**src/rtl/pooling_pkg.sv**
```systemverilog
// Shared definitions for the pooling controller and the pooling ALU it drives:
// per-lane ALU control codes, controller state encoding and config helpers.
package pooling_pkg;

  typedef enum logic [2:0] {
    ST_IDLE,
    ST_LOAD,
    ST_ACCUM,
    ST_HORIZ,
    ST_OUT,
    ST_FIN
  } state_t;

  localparam logic [3:0] CTRL_HOLD     = 4'b0000;
  localparam logic [3:0] CTRL_LOAD     = 4'b0001;
  localparam logic [3:0] CTRL_MAX_IP   = 4'b0010;
  localparam logic [3:0] CTRL_MAX_DOWN = 4'b1000;

  // A window can never be wider than the lane array, so wider requests saturate.
  function automatic logic [1:0] clamp_win_w_log2(input logic [1:0] req, input int lim);
    logic [1:0] res;
    res = req;
    if ((lim < 3) && (int'(req) > lim)) begin
      res = 2'(lim);
    end
    return res;
  endfunction

endpackage

```
**src/rtl/pooling_controller_if.sv**
```systemverilog
// Lane-data handshake and result bus between the pooling controller (master)
// and the pooling unit / downstream consumer (slave).
interface pooling_controller_if #(
  parameter int D = 8
);
  logic           in_valid;
  logic           in_ready;
  logic           doPooling;
  logic [D*4-1:0] control;
  logic           out_valid;
  logic           out_ready;
  logic [D-1:0]   out_lane_mask;

  modport master (
    input  in_valid, out_ready,
    output in_ready, doPooling, control, out_valid, out_lane_mask
  );

  modport slave (
    output in_valid, out_ready,
    input  in_ready, doPooling, control, out_valid, out_lane_mask
  );
endinterface

```
**src/rtl/pooling_controller.sv**
```systemverilog
// Sequences a D-lane max-pooling unit: vertical accumulation over win_h beats,
// a horizontal reduction of win_w lanes, then a held result until accepted.
module pooling_controller
  import pooling_pkg::*;
#(
  parameter int depth = 3,
  parameter int D     = (1 << depth)
) (
  input  logic                  CLK,
  input  logic                  RST_N,
  input  logic                  start,
  input  logic [1:0]            cfg_win_h,
  input  logic [1:0]            cfg_win_w_log2,
  input  logic [15:0]           cfg_num_win,
  pooling_controller_if.master  bus,
  output logic                  busy,
  output logic                  done
);

  state_t      state_reg, state_next;
  logic [1:0]  win_h_m1_reg, win_h_m1_next;
  logic [1:0]  win_w_log2_reg, win_w_log2_next;
  logic [15:0] num_win_reg, num_win_next;
  logic [1:0]  beat_cnt_reg, beat_cnt_next;
  logic [2:0]  horiz_cnt_reg, horiz_cnt_next;

  logic        in_ready;
  logic        beat;
  logic [3:0]  ctrl_code;
  logic [2:0]  horiz_last;
  logic [31:0] lane_low_mask;
  state_t      after_vert;

  assign in_ready      = (state_reg == ST_LOAD) || (state_reg == ST_ACCUM);
  assign beat          = bus.in_valid && in_ready;
  assign busy          = (state_reg != ST_IDLE);
  assign done          = (state_reg == ST_FIN);
  assign horiz_last    = 3'((4'd1 << win_w_log2_reg) - 4'd2);
  assign lane_low_mask = (32'd1 << win_w_log2_reg) - 32'd1;
  assign after_vert    = (win_w_log2_reg != 2'd0) ? ST_HORIZ : ST_OUT;

  assign bus.in_ready  = in_ready;
  assign bus.doPooling = (state_reg == ST_OUT);
  assign bus.out_valid = (state_reg == ST_OUT);

  always_comb begin
    state_next      = state_reg;
    win_h_m1_next   = win_h_m1_reg;
    win_w_log2_next = win_w_log2_reg;
    num_win_next    = num_win_reg;
    beat_cnt_next   = beat_cnt_reg;
    horiz_cnt_next  = horiz_cnt_reg;
    ctrl_code       = CTRL_HOLD;

    case (state_reg)
      ST_IDLE: begin
        if (start) begin
          win_h_m1_next   = cfg_win_h;
          win_w_log2_next = clamp_win_w_log2(cfg_win_w_log2, depth);
          num_win_next    = cfg_num_win;
          state_next      = (cfg_num_win == 16'd0) ? ST_FIN : ST_LOAD;
        end
      end
      ST_LOAD: begin
        beat_cnt_next  = 2'd0;
        horiz_cnt_next = 3'd0;
        if (beat) begin
          ctrl_code  = CTRL_LOAD;
          state_next = (win_h_m1_reg != 2'd0) ? ST_ACCUM : after_vert;
        end
      end
      ST_ACCUM: begin
        if (beat) begin
          ctrl_code = CTRL_MAX_IP;
          if (beat_cnt_reg == win_h_m1_reg - 2'd1) begin
            state_next = after_vert;
          end else begin
            beat_cnt_next = beat_cnt_reg + 2'd1;
          end
        end
      end
      ST_HORIZ: begin
        // Reduction runs unconditionally; the unit needs no input data here.
        ctrl_code = CTRL_MAX_DOWN;
        if (horiz_cnt_reg == horiz_last) begin
          state_next = ST_OUT;
        end else begin
          horiz_cnt_next = horiz_cnt_reg + 3'd1;
        end
      end
      ST_OUT: begin
        if (bus.out_ready) begin
          num_win_next = num_win_reg - 16'd1;
          state_next   = (num_win_reg == 16'd1) ? ST_FIN : ST_LOAD;
        end
      end
      ST_FIN:  state_next = ST_IDLE;
      default: state_next = ST_IDLE;
    endcase
  end

  always_ff @(posedge CLK or negedge RST_N) begin
    if (!RST_N) begin
      state_reg      <= ST_IDLE;
      win_h_m1_reg   <= 2'd0;
      win_w_log2_reg <= 2'd0;
      num_win_reg    <= 16'd0;
      beat_cnt_reg   <= 2'd0;
      horiz_cnt_reg  <= 3'd0;
    end else begin
      state_reg      <= state_next;
      win_h_m1_reg   <= win_h_m1_next;
      win_w_log2_reg <= win_w_log2_next;
      num_win_reg    <= num_win_next;
      beat_cnt_reg   <= beat_cnt_next;
      horiz_cnt_reg  <= horiz_cnt_next;
    end
  end

  // Lane gi holds a window maximum when it is the leftmost lane of its window.
  for (genvar gi = 0; gi < D; gi++) begin : g_lane
    localparam logic [31:0] LANE = gi;
    assign bus.control[4*gi +: 4]  = ctrl_code;
    assign bus.out_lane_mask[gi]   = busy && ((LANE & lane_low_mask) == 32'd0);
  end

endmodule
```
**src/flat_wrapper.sv**
```systemverilog
// flat-port wrapper written by rule: the top's interface ports become plain ports
module pooling_controller_flat import pooling_pkg::*;
#(
  parameter int depth = 3,
  parameter int D     = (1 << depth)
)
  (CLK, RST_N, start, cfg_win_h, cfg_win_w_log2, cfg_num_win, busy, done, bus_in_valid, bus_out_ready, bus_in_ready, bus_doPooling, bus_control, bus_out_valid, bus_out_lane_mask);
  pooling_controller_if #(.D(D)) bus_i ();
  input  logic CLK;
  input  logic RST_N;
  input  logic start;
  input  logic [1:0] cfg_win_h;
  input  logic [1:0] cfg_win_w_log2;
  input  logic [15:0] cfg_num_win;
  output logic busy;
  output logic done;
  input wire logic [$bits(bus_i.in_valid)-1:0] bus_in_valid;
  input wire logic [$bits(bus_i.out_ready)-1:0] bus_out_ready;
  output wire logic [$bits(bus_i.in_ready)-1:0] bus_in_ready;
  output wire logic [$bits(bus_i.doPooling)-1:0] bus_doPooling;
  output wire logic [$bits(bus_i.control)-1:0] bus_control;
  output wire logic [$bits(bus_i.out_valid)-1:0] bus_out_valid;
  output wire logic [$bits(bus_i.out_lane_mask)-1:0] bus_out_lane_mask;
  assign bus_i.in_valid = bus_in_valid;
  assign bus_i.out_ready = bus_out_ready;
  assign bus_in_ready = bus_i.in_ready;
  assign bus_doPooling = bus_i.doPooling;
  assign bus_control = bus_i.control;
  assign bus_out_valid = bus_i.out_valid;
  assign bus_out_lane_mask = bus_i.out_lane_mask;
  pooling_controller #(.depth(depth), .D(D)) u_core (.CLK(CLK), .RST_N(RST_N), .start(start), .cfg_win_h(cfg_win_h), .cfg_win_w_log2(cfg_win_w_log2), .cfg_num_win(cfg_num_win), .bus(bus_i), .busy(busy), .done(done));
endmodule
```
**config.mk**
```make
export PLATFORM = sky130hd
export DESIGN_NAME = pooling_controller_flat
export DESIGN_NICKNAME = d
export VERILOG_FILES = /design/src/rtl/pooling_pkg.sv /design/src/rtl/pooling_controller_if.sv /design/src/rtl/pooling_controller.sv /design/src/flat_wrapper.sv
export SDC_FILE = /design/constraint.sdc
export NUM_CORES = 1
export LEC_CHECK = 0
export CORE_MARGIN = 2
export CORE_UTILIZATION = 35
export CTS_CLUSTER_SIZE = 25
export DETAILED_ROUTE_END_ITERATION = 6
export GPL_ROUTABILITY_DRIVEN = 0
export SYNTH_ARGS = -nofsm -noshare
export SYNTH_HDL_FRONTEND = slang
export SYNTH_SLANG_ARGS = --single-unit
```
**constraint.sdc**
```tcl
create_clock -name CLK -period 2.55 [get_ports CLK]
set_input_delay 0.51 -clock CLK [delete_from_list [all_inputs] [get_ports CLK]]
set_output_delay 0.51 -clock CLK [all_outputs]
set_load 0.03 [all_outputs]
```
==> results of run 1 <==
-- area by class of cell --
cell class	instances	area, µm²	area share, %
inverter	8	31.3	1.17
clock inverter	1	30.0	1.12
tap	75	93.8	3.50
multi-input combinational	189	1160	43.2
sequential	28	703	26.2
timing repair buffer	69	623	23.2
clock buffer	3	41.3	1.54
-- cell families (layout without fill, tap and decap cells) --
kind of cell / count (synthesis) / count (layout) / synth area share (%)
muxes: 4 / 4 / 1.81
DFF: 28 / 28 / 31.7
xor gates and xnor gates: 7 / 7 / 2.78
adders and majority gates: 7 / 7 / 3.97
buffers and inverters: 55 / 81 / 17.1
and+or+nand+nor: 99 / 99 / 23.8
other: 1 / 8 / 0.170
AOI/OAI and AO/OA: 64 / 64 / 18.6
-- worst paths after layout --
kind / startpoint / end / slack, ns
max in group asynchronous: RST_N / u_core.state_reg[1]$_DFFE_PN0P_ / 1.65
max reg2reg: u_core.num_win_reg[0]$_DFFE_PN0P_ / u_core.num_win_reg[10]$_DFFE_PN0P_ / 0.46
min reg2reg: u_core.num_win_reg[14]$_DFFE_PN0P_ / u_core.num_win_reg[14]$_DFFE_PN0P_ / 0.52
max: u_core.state_reg[2]$_DFFE_PN0P_ / bus_control[23] / 0.17
min: u_core.num_win_reg[14]$_DFFE_PN0P_ / u_core.num_win_reg[14]$_DFFE_PN0P_ / 0.52
min in group asynchronous: RST_N / u_core.num_win_reg[7]$_DFFE_PN0P_ / 0.60
-- cell usage in the layout, fill, tap and decap left out, types with 2 or more instances in the layout --
cell             instances
clkdlybuf4s50_1         36
dfrtp_1                 26
nor2_1                  24
buf_4                   24
nand2_1                 23
a21oi_1                 17
o21ai_0                 15
nor3_1                  12
nand3_1                 10
conb_1                   8
dlygate4sd2_1            8
inv_1                    7
o21ai_1                  7
o2bb2ai_1                7
nor4_1                   6
ha_1                     6
xor2_1                   4
mux2i_1                  4
nor2b_1                  3
xnor2_1                  3
a22oi_1                  3
clkbuf_8                 3
and2_1                   2
nor3b_1                  2
nor4_2                   2
a31oi_1                  2
o22a_1                   2
dfrtp_2                  2
-- timing repair --
item / CTS / global route
gates resized for setup: 10 / 3
hold buffers: 0 / 0
cloned: 0 / 0
setup endpoints to repair: 16 / 9
-- routing by layer --
metal	up-vias	wire length, µm	global-route usage (%)	part of all wire, %
met5	-	0	0	0
met2	47	2430	23.5	46
met3	6	173	1.99	3.3
met4	0	81	4.55	1.5
li1	956	-	-	-
met1	840	2580	20.7	49
-- per-stage QoR --
stage	cells	setup slack [ns]	cell area, µm²
6_report	373	0.169	2680
5_1_grt	373	0.0286	2680
4_1_cts	373	0.0133	2680
3_5_place_dp	369	0.214	2610
3_3_place_gp	369	0.238	2610
2_1_floorplan	272	0.438	2230
-- critical path: stages (launching register included) --
cell and delay, ns:
dfrtp_2 0.51, and3b_2 0.38, clkdlybuf4s50_1 0.71
-- power by group through the flow --
stage	clock [mW]	combinational (mW)	sequential (mW)
floorplan	0	1.69	0.836
global placement	0	2.12	0.913
detailed placement	0	2.13	0.917
CTS	0.368	2.10	0.910
global route	0.381	2.28	0.951
finish	0.362	2.09	0.917
==> metrics.txt, run 1 <==
Ports=70; port bufs=61; DRT Pass-1 Iters=4; Logic pwr share=62.0%; largest net degree at the start of global routing=29; Clock Power Share=10.8%; RSZ-0062 raised after global routing=no; DR iter-0 viols=101; sequential element share of the synthesized area=31.7%; Achievable Freq=420 MHz; YS warnings=0; worst hold path type=reg2reg; outcome=completed; total gr overflow=0; leakage=1.13 nW; Initial Util=36.6%; Post-synth EDFFs=0; Final Hold Violating Endpoints=0; share of flip-flops with an asynchronous set or reset=100%; Slew HR=61.9%; Int Power=1.69 mW; Antenna Cells=0; die outline width=83.4 µm; Via density=4.96; # DRC=0; core area=0.00603 mm²; Crit Path Class=reg2out; Tcrit/Tclk final=93.4%; hold_ws=0.516 ns; max FFs per register=16; deepest clock path buffer count=2; Peak VDD IR=0.834 mV; Crit Path Max Fanout=12; top cells by area, synth=dfrtp_1 32%, buf_4 12%, nor2_1 4.1%; post-route minimum period=2.38 ns; CTS root buf=clkbuf_8; layout cell share with drive strength beyond 1=14.8%; final core area utilization=44.5%; WL/cell=14.1 µm; Num CTS Buffers=3; Filler cells=610; Worst setup EP type=output port; Overall Power=3.36 mW; Reg power frac=27.3%; initial antenna violation count=0; first-pass GRT wire length=8470 µm; Setup Skew=0.00660 ns; Area Overhead vs Synth=21.5%; Worst Path Required=2.04 ns; Yosys top cell area share=31.7%; Die Ht=83.4 µm; dpl hpwl=3940 µm; fin nets=331; #FFs+latches synth=28; Routed Antenna Nets=0; die footprint=0.00696 mm²; # rows=28; critical path arrival=1.87 ns; Fin Setup TNS=0 ns; CTS clk-pin slew, worst paths=0.11 ns; CTS tree=yes; total of max-cap violations=0; setup violators final=0; power density over cell area=1250 mW/mm²; Worst-Margin Slew=0.571 ns; Startpoint Class=flop; GRT Util Overall=14.7%; most frequent cells after synthesis=34 x buf_4, 28 x dfrtp_1, 24 x nor2_1; Net Switching=1.67 mW; Synth Area per Inst=8.33 µm²; vias in the first global route=1734; Sw Ratio=49.7%; r2r worst-path depth=7; Netlist cell types=54; clk_lat worst skew=0.28 ns; Slew Limit Fails=0; Post-Route WL=5260 µm; Mapped Area=0.00221 mm²; Sink Count=28; main flop type after synthesis=dfrtp_1; Hold Path Depth=1; total setup buffers inserted after CTS=0; CTS HTree Levels=1; Syn Inst Count=265; count leader, synth=buf_4; via count=1849; cell taking the most area after synthesis=dfrtp_1
No activity file was read; power rests on OpenSTA's default activity.
==> run 2, diff against run 1 <==
Settings changed: CTS_CLUSTER_SIZE 25 to 28.
==> results of run 2 <==
Same layout as run 1: the final DEF is identical, and so are final timing and power.
==> run 3, diff against run 2 <==
Settings changed: CELL_PAD_IN_SITES_DETAIL_PLACEMENT from default to 0, CELL_PAD_IN_SITES_GLOBAL_PLACEMENT from default to 2, CORE_UTILIZATION 35 to 29, CTS_CLUSTER_DIAMETER from default to 40, PLACE_DENSITY_LB_ADDON from default to 0.1.
==> metrics.txt, run 3 (same netlist as run 1, synthesis figures left out) <==
dpl hpwl=4240 µm (was 3940 µm); Worst-Margin Slew=0.546 ns (was 0.571 ns); Slew Limit Fails=0 (unchanged); Routed Antenna Nets=0 (unchanged); vias in the first global route=1895 (was 1734); critical path arrival=1.92 ns (was 1.87 ns); worst setup margin=0.121 ns (was 0.169 ns); clk_lat worst skew=0.29 ns (was 0.28 ns); Peak VDD IR=0.263 mV (was 0.834 mV); Antenna Cells=0 (unchanged); Die Ht=91.3 µm (was 83.4 µm); deepest clock path buffer count=2 (unchanged); leakage=1.17 nW (was 1.13 nW); core area=0.00733 mm² (was 0.00603 mm²); total of max-cap violations=0 (unchanged); layout cell share with drive strength beyond 1=14.6% (was 14.8%); CTS HTree Levels=1 (unchanged); CTS root buf=clkbuf_8 (unchanged); die outline width=91.3 µm (was 83.4 µm); worst hold path type=reg2reg (unchanged); first-pass GRT wire length=9580 µm (was 8470 µm); power density over cell area=1240 mW/mm² (was 1250 mW/mm²); Fin Setup TNS=0 ns (unchanged); Finished Cell Area=0.00273 mm² (was 0.00268 mm²); port bufs=61 (unchanged); Crit Path Max Fanout=12 (unchanged); CTS tree=yes (unchanged); Area Overhead vs Synth=23.8% (was 21.5%); Sink Count=28 (unchanged); DRT Pass-1 Iters=4 (unchanged); WL/cell=14.2 µm (was 14.1 µm); Setup WS pre-CTS=0.225 ns (was 0.214 ns); Tcrit/Tclk final=95.3% (was 93.4%); setup violators final=0 (unchanged); die footprint=0.00833 mm² (was 0.00696 mm²); Slew HR=63.3% (was 61.9%); Ports=70 (unchanged); RSZ-0062 raised after global routing=no (unchanged); Initial Util=30.1% (was 36.6%); via count=1903 (was 1849); initial antenna violation count=0 (unchanged); final std cells w/o fill=400 (was 373); hold_ws=0.508 ns (was 0.516 ns); outcome=completed (unchanged); Final Hold Violating Endpoints=0 (unchanged); most frequent cells in the layout=36 x clkdlybuf4s50_1, 27 x buf_4, 27 x dfrtp_1 (was 36 x clkdlybuf4s50_1, 26 x dfrtp_1, 24 x nor2_1, 24 x buf_4, 23 x nand2_1); largest net degree at the start of global routing=29 (unchanged); fin nets=334 (was 331); Overall Power=3.39 mW (was 3.36 mW); Worst Path Required=2.04 ns (about the same); Worst setup EP type=output port (unchanged); Startpoint Class=flop (unchanged); placed cells=396 (was 369); post-route minimum period=2.43 ns (was 2.38 ns); Setup Skew=0.00696 ns (was 0.00660 ns); total setup buffers inserted after CTS=0 (unchanged); max FFs per register=16 (unchanged); most common cell after layout, fill and taps aside=clkdlybuf4s50_1 (unchanged); Via density=4.76 (was 4.96); # rows=31 (was 28); CTS clk-pin slew, worst paths=0.10 ns (was 0.11 ns); total gr overflow=0 (unchanged); Post-Route WL=5690 µm (was 5260 µm); DR iter-0 viols=78 (was 101); Crit Path Class=reg2out (unchanged); Filler cells=770 (was 610); placed instance area=0.00267 mm² (was 0.00261 mm²); GRT Util Overall=14.3% (was 14.7%); hold_buf cts=0 (unchanged); final core area utilization=37.3% (was 44.5%); # DRC=0 (unchanged); Num CTS Buffers=3 (unchanged); Achievable Freq=412 MHz (was 420 MHz)
[run 3: cell count changes in the layout (fill, tap and decap cells not counted), sizes merged]
| cell | change |
|---|---|
| dlymetal6s2s | +1 |
| dlygate4sd2 | -1 |
| buf | +3 |
[run 3: worst max-delay path, cell delays in order, from the launching register on]
cell,delay (ns)
dfrtp_2,0.51
and3b_1,0.40
clkdlybuf4s50_1,0.73
[run 3: worst paths after layout]
check / start / to / slack [ns] / cells past startpoint
worst min-delay path: u_core.num_win_reg[14]$_DFFE_PN0P_ / u_core.num_win_reg[14]$_DFFE_PN0P_ / 0.51 / 1
worst max-delay path: u_core.state_reg[2]$_DFFE_PN0P_ / bus_control[31] / 0.12 / 2
worst max register to register: u_core.win_w_log2_reg[0]$_DFFE_PN0P_ / u_core.state_reg[0]$_DFFE_PN0P_ / 0.61 / 6
worst min register to register: u_core.num_win_reg[14]$_DFFE_PN0P_ / u_core.num_win_reg[14]$_DFFE_PN0P_ / 0.51 / 1
max in group asynchronous: RST_N / u_core.state_reg[2]$_DFFE_PN0P_ / 1.64 / 2
min in group asynchronous: RST_N / u_core.beat_cnt_reg[0]$_DFFE_PN0P_ / 0.60 / 2
[run 3: area by class of cell]
type | instances | area, µm² | share of cell area (%)
clock buffers | 3 | 41.3 | 1.51
clock inverters | 1 | 30.0 | 1.10
inverters | 8 | 31.3 | 1.14
multi-input cells | 189 | 1160 | 42.3
flip-flops and latches | 28 | 702 | 25.7
well taps | 99 | 124 | 4.53
repair buffers | 72 | 649 | 23.8
[run 3: metal layers]
metal / vias up / wire [µm] / track usage, %
met5: - / 0 / 0
met4: 0 / 31 / 3.28
met3: 2 / 166 / 2.32
met2: 33 / 2870 / 25.0
met1: 907 / 2620 / 18.5
li1: 961 / - / -
[run 3: where the power goes]
group | internal, mW | switching (mW)
combinational | 0.846 | 1.26
clock | 0.211 | 0.161
sequential | 0.647 | 0.260
total | 1.70 | 1.69
[run 3: what timing repair did]
| item | 4_1_cts | 5_1_grt |
|---|---|---|
| endpoints found under the setup margin | 9 | 2 |
| resized for setup | 8 | 2 |
| hold endpoints to repair | 0 | 0 |
| gates cloned | 0 | 0 |
